### src/rtl/legv8_hazard_unit.sv
`default_nettype none
//==============================================================================
// legv8_hazard_unit : stall/flush/forwarding control with a shadow EX/MEM/WB scoreboard
// Revision 1.0
//==============================================================================
module legv8_hazard_unit #(
   parameter int REG_ADDR_W = 5,
   parameter int ZERO_REG   = 31,
   parameter int FWD_EN     = 1,
   parameter int CNT_W      = 32
) (
   input  logic                  CLOCK,
   input  logic                  RESET,
   input  logic                  id_valid,
   input  logic [REG_ADDR_W-1:0] id_rs1,
   input  logic                  id_rs1_used,
   input  logic [REG_ADDR_W-1:0] id_rs2,
   input  logic                  id_rs2_used,
   input  logic [REG_ADDR_W-1:0] id_rd,
   input  logic                  id_reg_write,
   input  logic                  id_mem_read,
   input  logic                  branch_taken,
   output logic                  stall,
   output logic                  flush_ifid,
   output logic                  flush_idex,
   output logic                  flush_exmem,
   output logic [1:0]            fwd_a,
   output logic [1:0]            fwd_b,
   output logic                  id_byp_a,
   output logic                  id_byp_b,
   output logic [CNT_W-1:0]      stall_count,
   output logic [CNT_W-1:0]      flush_count
);

   localparam logic [REG_ADDR_W-1:0] c_ZERO_REG = REG_ADDR_W'(ZERO_REG);
   localparam logic [1:0]            c_SEL_RF   = 2'b00;
   localparam logic [1:0]            c_SEL_WB   = 2'b01;
   localparam logic [1:0]            c_SEL_MEM  = 2'b10;
   localparam logic [CNT_W-1:0]      c_CNT_MAX  = {CNT_W{1'b1}};

   logic                  r_exValid, r_exRs1Used, r_exRs2Used, r_exRegWrite, r_exMemRead;
   logic [REG_ADDR_W-1:0] r_exRd, r_exRs1, r_exRs2;
   logic                  r_memValid, r_memRegWrite;
   logic [REG_ADDR_W-1:0] r_memRd;
   logic                  r_wbValid, r_wbRegWrite;
   logic [REG_ADDR_W-1:0] r_wbRd;
   logic [CNT_W-1:0]      r_stallCount, r_flushCount;

   logic                  w_exHitId, w_memHitId, w_stallRaw;
   logic [1:0]            w_fwdA, w_fwdB;

   // True when a live producer writes a source the consumer actually reads (XZR excluded).
   function automatic logic writesReg(input logic valid, input logic regWrite,
                                      input logic [REG_ADDR_W-1:0] rd,
                                      input logic [REG_ADDR_W-1:0] r, input logic used);
      return used & valid & regWrite & (rd == r) & (r != c_ZERO_REG);
   endfunction

   always_ff @(posedge CLOCK) begin
      if (!RESET) begin
         r_exValid  <= 1'b0;
         r_memValid <= 1'b0;
         r_wbValid  <= 1'b0;
      end else begin
         r_wbValid  <= r_memValid;
         r_memValid <= r_exValid & ~branch_taken;
         r_exValid  <= id_valid & ~stall & ~branch_taken;
      end
   end

   always_ff @(posedge CLOCK) begin
      r_wbRd        <= r_memRd;
      r_wbRegWrite  <= r_memRegWrite;
      r_memRd       <= r_exRd;
      r_memRegWrite <= r_exRegWrite;
      r_exRd        <= id_rd;
      r_exRs1       <= id_rs1;
      r_exRs1Used   <= id_rs1_used;
      r_exRs2       <= id_rs2;
      r_exRs2Used   <= id_rs2_used;
      r_exRegWrite  <= id_reg_write;
      r_exMemRead   <= id_mem_read;
   end

   always_ff @(posedge CLOCK) begin
      if (!RESET) begin
         r_stallCount <= '0;
         r_flushCount <= '0;
      end else begin
         if (stall && (r_stallCount != c_CNT_MAX))
            r_stallCount <= r_stallCount + 1'b1;
         if (branch_taken && (r_flushCount != c_CNT_MAX))
            r_flushCount <= r_flushCount + 1'b1;
      end
   end

   assign w_exHitId  = id_valid &
                       (writesReg(r_exValid, r_exRegWrite, r_exRd, id_rs1, id_rs1_used) |
                        writesReg(r_exValid, r_exRegWrite, r_exRd, id_rs2, id_rs2_used));
   assign w_memHitId = id_valid &
                       (writesReg(r_memValid, r_memRegWrite, r_memRd, id_rs1, id_rs1_used) |
                        writesReg(r_memValid, r_memRegWrite, r_memRd, id_rs2, id_rs2_used));

   // Without forwarding every EX/MEM producer interlocks; WB is covered by the ID bypass.
   assign w_stallRaw = (FWD_EN != 0) ? (w_exHitId & r_exMemRead)
                                     : (w_exHitId | w_memHitId);

   // MEM is checked first: it holds the youngest producer.
   always_comb begin
      w_fwdA = c_SEL_RF;
      w_fwdB = c_SEL_RF;
      if (r_exValid) begin
         if (writesReg(r_memValid, r_memRegWrite, r_memRd, r_exRs1, r_exRs1Used))
            w_fwdA = c_SEL_MEM;
         else if (writesReg(r_wbValid, r_wbRegWrite, r_wbRd, r_exRs1, r_exRs1Used))
            w_fwdA = c_SEL_WB;
         if (writesReg(r_memValid, r_memRegWrite, r_memRd, r_exRs2, r_exRs2Used))
            w_fwdB = c_SEL_MEM;
         else if (writesReg(r_wbValid, r_wbRegWrite, r_wbRd, r_exRs2, r_exRs2Used))
            w_fwdB = c_SEL_WB;
      end
   end

   assign stall       = w_stallRaw & ~branch_taken;
   assign flush_ifid  = branch_taken;
   assign flush_idex  = branch_taken;
   assign flush_exmem = branch_taken;
   assign fwd_a       = (FWD_EN != 0) ? w_fwdA : c_SEL_RF;
   assign fwd_b       = (FWD_EN != 0) ? w_fwdB : c_SEL_RF;
   assign id_byp_a    = id_valid & writesReg(r_wbValid, r_wbRegWrite, r_wbRd, id_rs1, id_rs1_used);
   assign id_byp_b    = id_valid & writesReg(r_wbValid, r_wbRegWrite, r_wbRd, id_rs2, id_rs2_used);
   assign stall_count = r_stallCount;
   assign flush_count = r_flushCount;

endmodule
`default_nettype wire
### config.mk
export PLATFORM = sky130hd
export DESIGN_NAME = legv8_hazard_unit
export DESIGN_NICKNAME = d
export VERILOG_FILES = /design/src/rtl/legv8_hazard_unit.sv
export SDC_FILE = /design/constraint.sdc
export NUM_CORES = 1
export LEC_CHECK = 0
export CORE_UTILIZATION = 51
export DETAILED_ROUTE_END_ITERATION = 10
export GPL_TIMING_DRIVEN = 0
export PLACE_DENSITY = 0.8
export SYNTH_ARGS = -nofsm -noshare
export SYNTH_HDL_FRONTEND = slang
export SYNTH_SLANG_ARGS = --single-unit
### constraint.sdc
create_clock -name CLOCK -period 3.03 [get_ports CLOCK]
set_clock_uncertainty 0.05 [all_clocks]
set_input_delay 0.303 -clock CLOCK [delete_from_list [all_inputs] [get_ports CLOCK]]
set_output_delay 0.303 -clock CLOCK [all_outputs]
set_load 0.01 [all_outputs]
==> impl_metrics.ini <==
[status]
status = complete, no violations

[placement]
portBuffers = 95
place_congestion = 0.873
place_hpwl_um = 8500
dp_cells = 709

[power_and_ir_drop]
ir_worst_vdd_v = 0.000264
power.leakage_uw = 0.00192
powerDensity_nw_per_um2 = 401
power.total_uw = 2330

[logic_synthesis]
synth_cells = 506
yosys_warnings = 0
ys_ff_latch = 98
synth-edff-count = 0
syn_area_per_cell_sq_um = 8.97
synth_cell_types = 47
synth_fp_nets = 531
yosysSeqAreaShare_pct = 43.2
synthArstFlopShare_pct = 0
ys.flop_type = dfxtp_1
syn_area_sq_um = 4540

[sta]
hold_viol_final = 0
setup_violations = 0
layout_min_cycle_time_ps = 2840
tightest_slew_ps = 561
setup_tns_ps = 0
relSlewSlack_pct = 62.3
fmax_mhz = 353
drv_slew = 0
period_share_pct = 93.6
rsz0062_at_grt = false

[clock_network]
ctsHoldBuffers = 0
cts_setup_buffers = 0
htreeDepth = 3
root_buffer = clkbuf_8
cts_tree = done
clockBufferDepth = 2
cts_num_sinks = 98
clk_pin_slew_worst_paths_ps = 90
cts_resized = 0
clk_latency_ps = 360
cts_buffers = 9

[die]
ioPinCount = 97
die_width_um = 96.4
num_rows = 34
start_util_pct = 52.3
core_sq_um = 8680
dieArea_sq_um = 9280
die_h_um = 96.4

[finish]
final_core_util_pct = 67.1
areaGrowthSynthToFinish_pct = 28.2
layout-drive-gt1-share_pct = 6.32
num-fill-cells = 726
nNetsFinal = 637
fin_cells = 725
antennaDiodeCount = 0

[route]
dr.pass1.iters = 4
vias_per_cell = 5.77
totalWireLength_um = 11200
drtIter0Drc = 141
drc = 0
vias = 4186
postRouteAntennaNets = 0
wl_per_cell_um = 15.5

[critical_path]
arrival_ps = 2480
path_class = input pin to output pin
path_cells = clkdlybuf4s50_1, and3b_1, nand3_1, nor3_1, or2_2, clkdlybuf4s50_1
crit_path_end_kind = output pin
crit_path_start_kind = input pin
critPathMaxFanout = 9
cpMostUsedCell = clkdlybuf4s50_1
crit_slowest_cell = clkdlybuf4s50_1
r2r_slack_ps = 530
crit_required_ps = 2680
max_stage_delay_ps = 610

[grt]
grt_pass1_vias = 3800
grt_max_degree = 17
grt-ovfl-total = 0
groute.usage.overall_pct = 24.3
grt_antenna_before_repair = 0
grt_first_pass_wirelength_um = 17500

[hold_path]
min-delay-path-class = input pin to register

[run]
drv_cap = 0
-- cells in the final DEF (no fill, tap or decap), types with 2 or more instances in the layout --
cell             netlist  final
dfxtp_1               98     98
clkdlybuf4s50_1        0     95
xnor2_1               44     44
nand2_1               38     38
nand3_1               33     33
nor2_1                33     33
a21oi_1               31     31
nand4_1               28     28
o21ai_0               27     27
or3_1                 23     23
xor2_1                17     17
nor4_1                16     16
clkbuf_1              11     12
clkbuf_8               2     11
nor3_1                 9      9
inv_1                  9      9
and3_1                 9      9
o31ai_1                9      9
or4_1                  9      9
mux2i_1                7      7
and4_1                 6      6
and2_1                 5      5
buf_4                  4      4
nand2b_1               4      4
nand3_2                3      3
nand4_4                2      2
nor2b_1                2      2
o21bai_1               2      2
buf_6                  2      2
o31a_1                 2      2
o21a_1                 2      2
a31oi_1                2      2
ha_1                   2      2
clkinv_2               0      2
-- cell usage after synthesis (2+ instances only) --
cell type	instances	share of area, %
xnor2_1	44	8.5
nor2b_1	2	0.28
or4_1	9	1.5
nand3_1	33	3.6
clkbuf_1	11	0.91
nand3_2	3	0.66
inv_1	9	0.74
and2_1	5	0.69
o31ai_1	9	1.5
ha_1	2	0.55
mux2i_1	7	1.5
o21ai_0	27	3.0
nor3_1	9	0.99
nor2_1	33	2.7
o21a_1	2	0.33
buf_4	4	0.66
xor2_1	17	3.3
o31a_1	2	0.39
a31oi_1	2	0.28
clkbuf_8	2	0.61
nand4_1	28	3.9
nand2b_1	4	0.55
and3_1	9	1.2
nor4_1	16	2.2
and4_1	6	1.2
buf_6	2	0.50
dfxtp_1	98	43
nand2_1	38	3.1
or3_1	23	3.2
a21oi_1	31	3.4
o21bai_1	2	0.33
nand4_4	2	0.94
-- stage by stage --
step | cell area (sq um) | hold WS (ps) | setup WS (ps)
6_report | 5820 | 285 | 194
5_1_grt | 5820 | 317 | 32.1
4_1_cts | 5820 | 282 | 195
3_5_place_dp | 5630 | 281 | 177
3_3_place_gp | 5630 | 281 | 213
2_1_floorplan | 4540 | 273 | 838
-- power breakdown --
group	switching [uW]	leakage [uW]	total, uW	internal [uW]
logic	75.2	0.00102	159	83.4
registers	26.9	0.000802	1340	1310
clock network	452	0.0000966	836	384
total	554	0.00192	2330	1780
-- logic make-up (layout without fill, tap and decap cells) --
kind of cell             after synthesis  in the layout  synth area share [%]
flip-flops                            98             98                  43.2
buffers and inverters                 29            140                  3.53
multiplexers                           7              7                  1.54
AND/OR/NAND/NOR                      231            231                  29.7
XOR/XNOR                              61             61                  11.8
AO/OA/AOI/OAI                         78             78                  9.75
adder cells (fa/ha/maj)                2              2                 0.551
-- critical path: cells and delay by family --
family / cells / cell delay [ps]
buffers and inverters: 2 / 1150
and+or+nand+nor: 4 / 1020
-- area by class of cell --
class                      instances  area (sq um)  area share, %
clock inverter                     6          65.1           1.12
inverter                           9          33.8          0.581
timing repair buffer              95           951           16.3
sequential                        98          1960           33.7
buffer                            20           126           2.17
multi-input combinational        379          2420           41.6
clock buffer                      10           128           2.19
tap                              108           135           2.32
-- path summary, 6_finish.rpt --
path                                startpoint         endpoint  cells past startpoint
worst max-delay path              branch_taken            stall                      6
worst min-delay path                     RESET  flush_count[16]                      3
worst max register to register  stall_count[0]   stall_count[1]                      8
worst min register to register    r_exRegWrite    r_memRegWrite                      0
-- routing by layer --
metal / up-vias / share of wire, % / global-route usage (%)
met1: 2002 / 44 / 31.4
met5: - / 0 / 0
met2: 122 / 49 / 40.5
met3: 14 / 5.4 / 5.77
li1: 2048 / - / -
met4: 0 / 1.3 / 6.86
-- flip-flops by register name, summed over array words and instances (netlist names) --
register	cells
r_exRs1	5
r_exMemRead	1
r_memRegWrite	1
r_memValid	1
r_wbRegWrite	1
r_exRegWrite	1
r_wbValid	1
r_exRs2Used	1
r_memRd	5
r_wbRd	5
r_exRd	5
r_exRs1Used	1
stall_count	32
r_exValid	1
flush_count	32
r_exRs2	5
(Power assumes the default switching activity.)
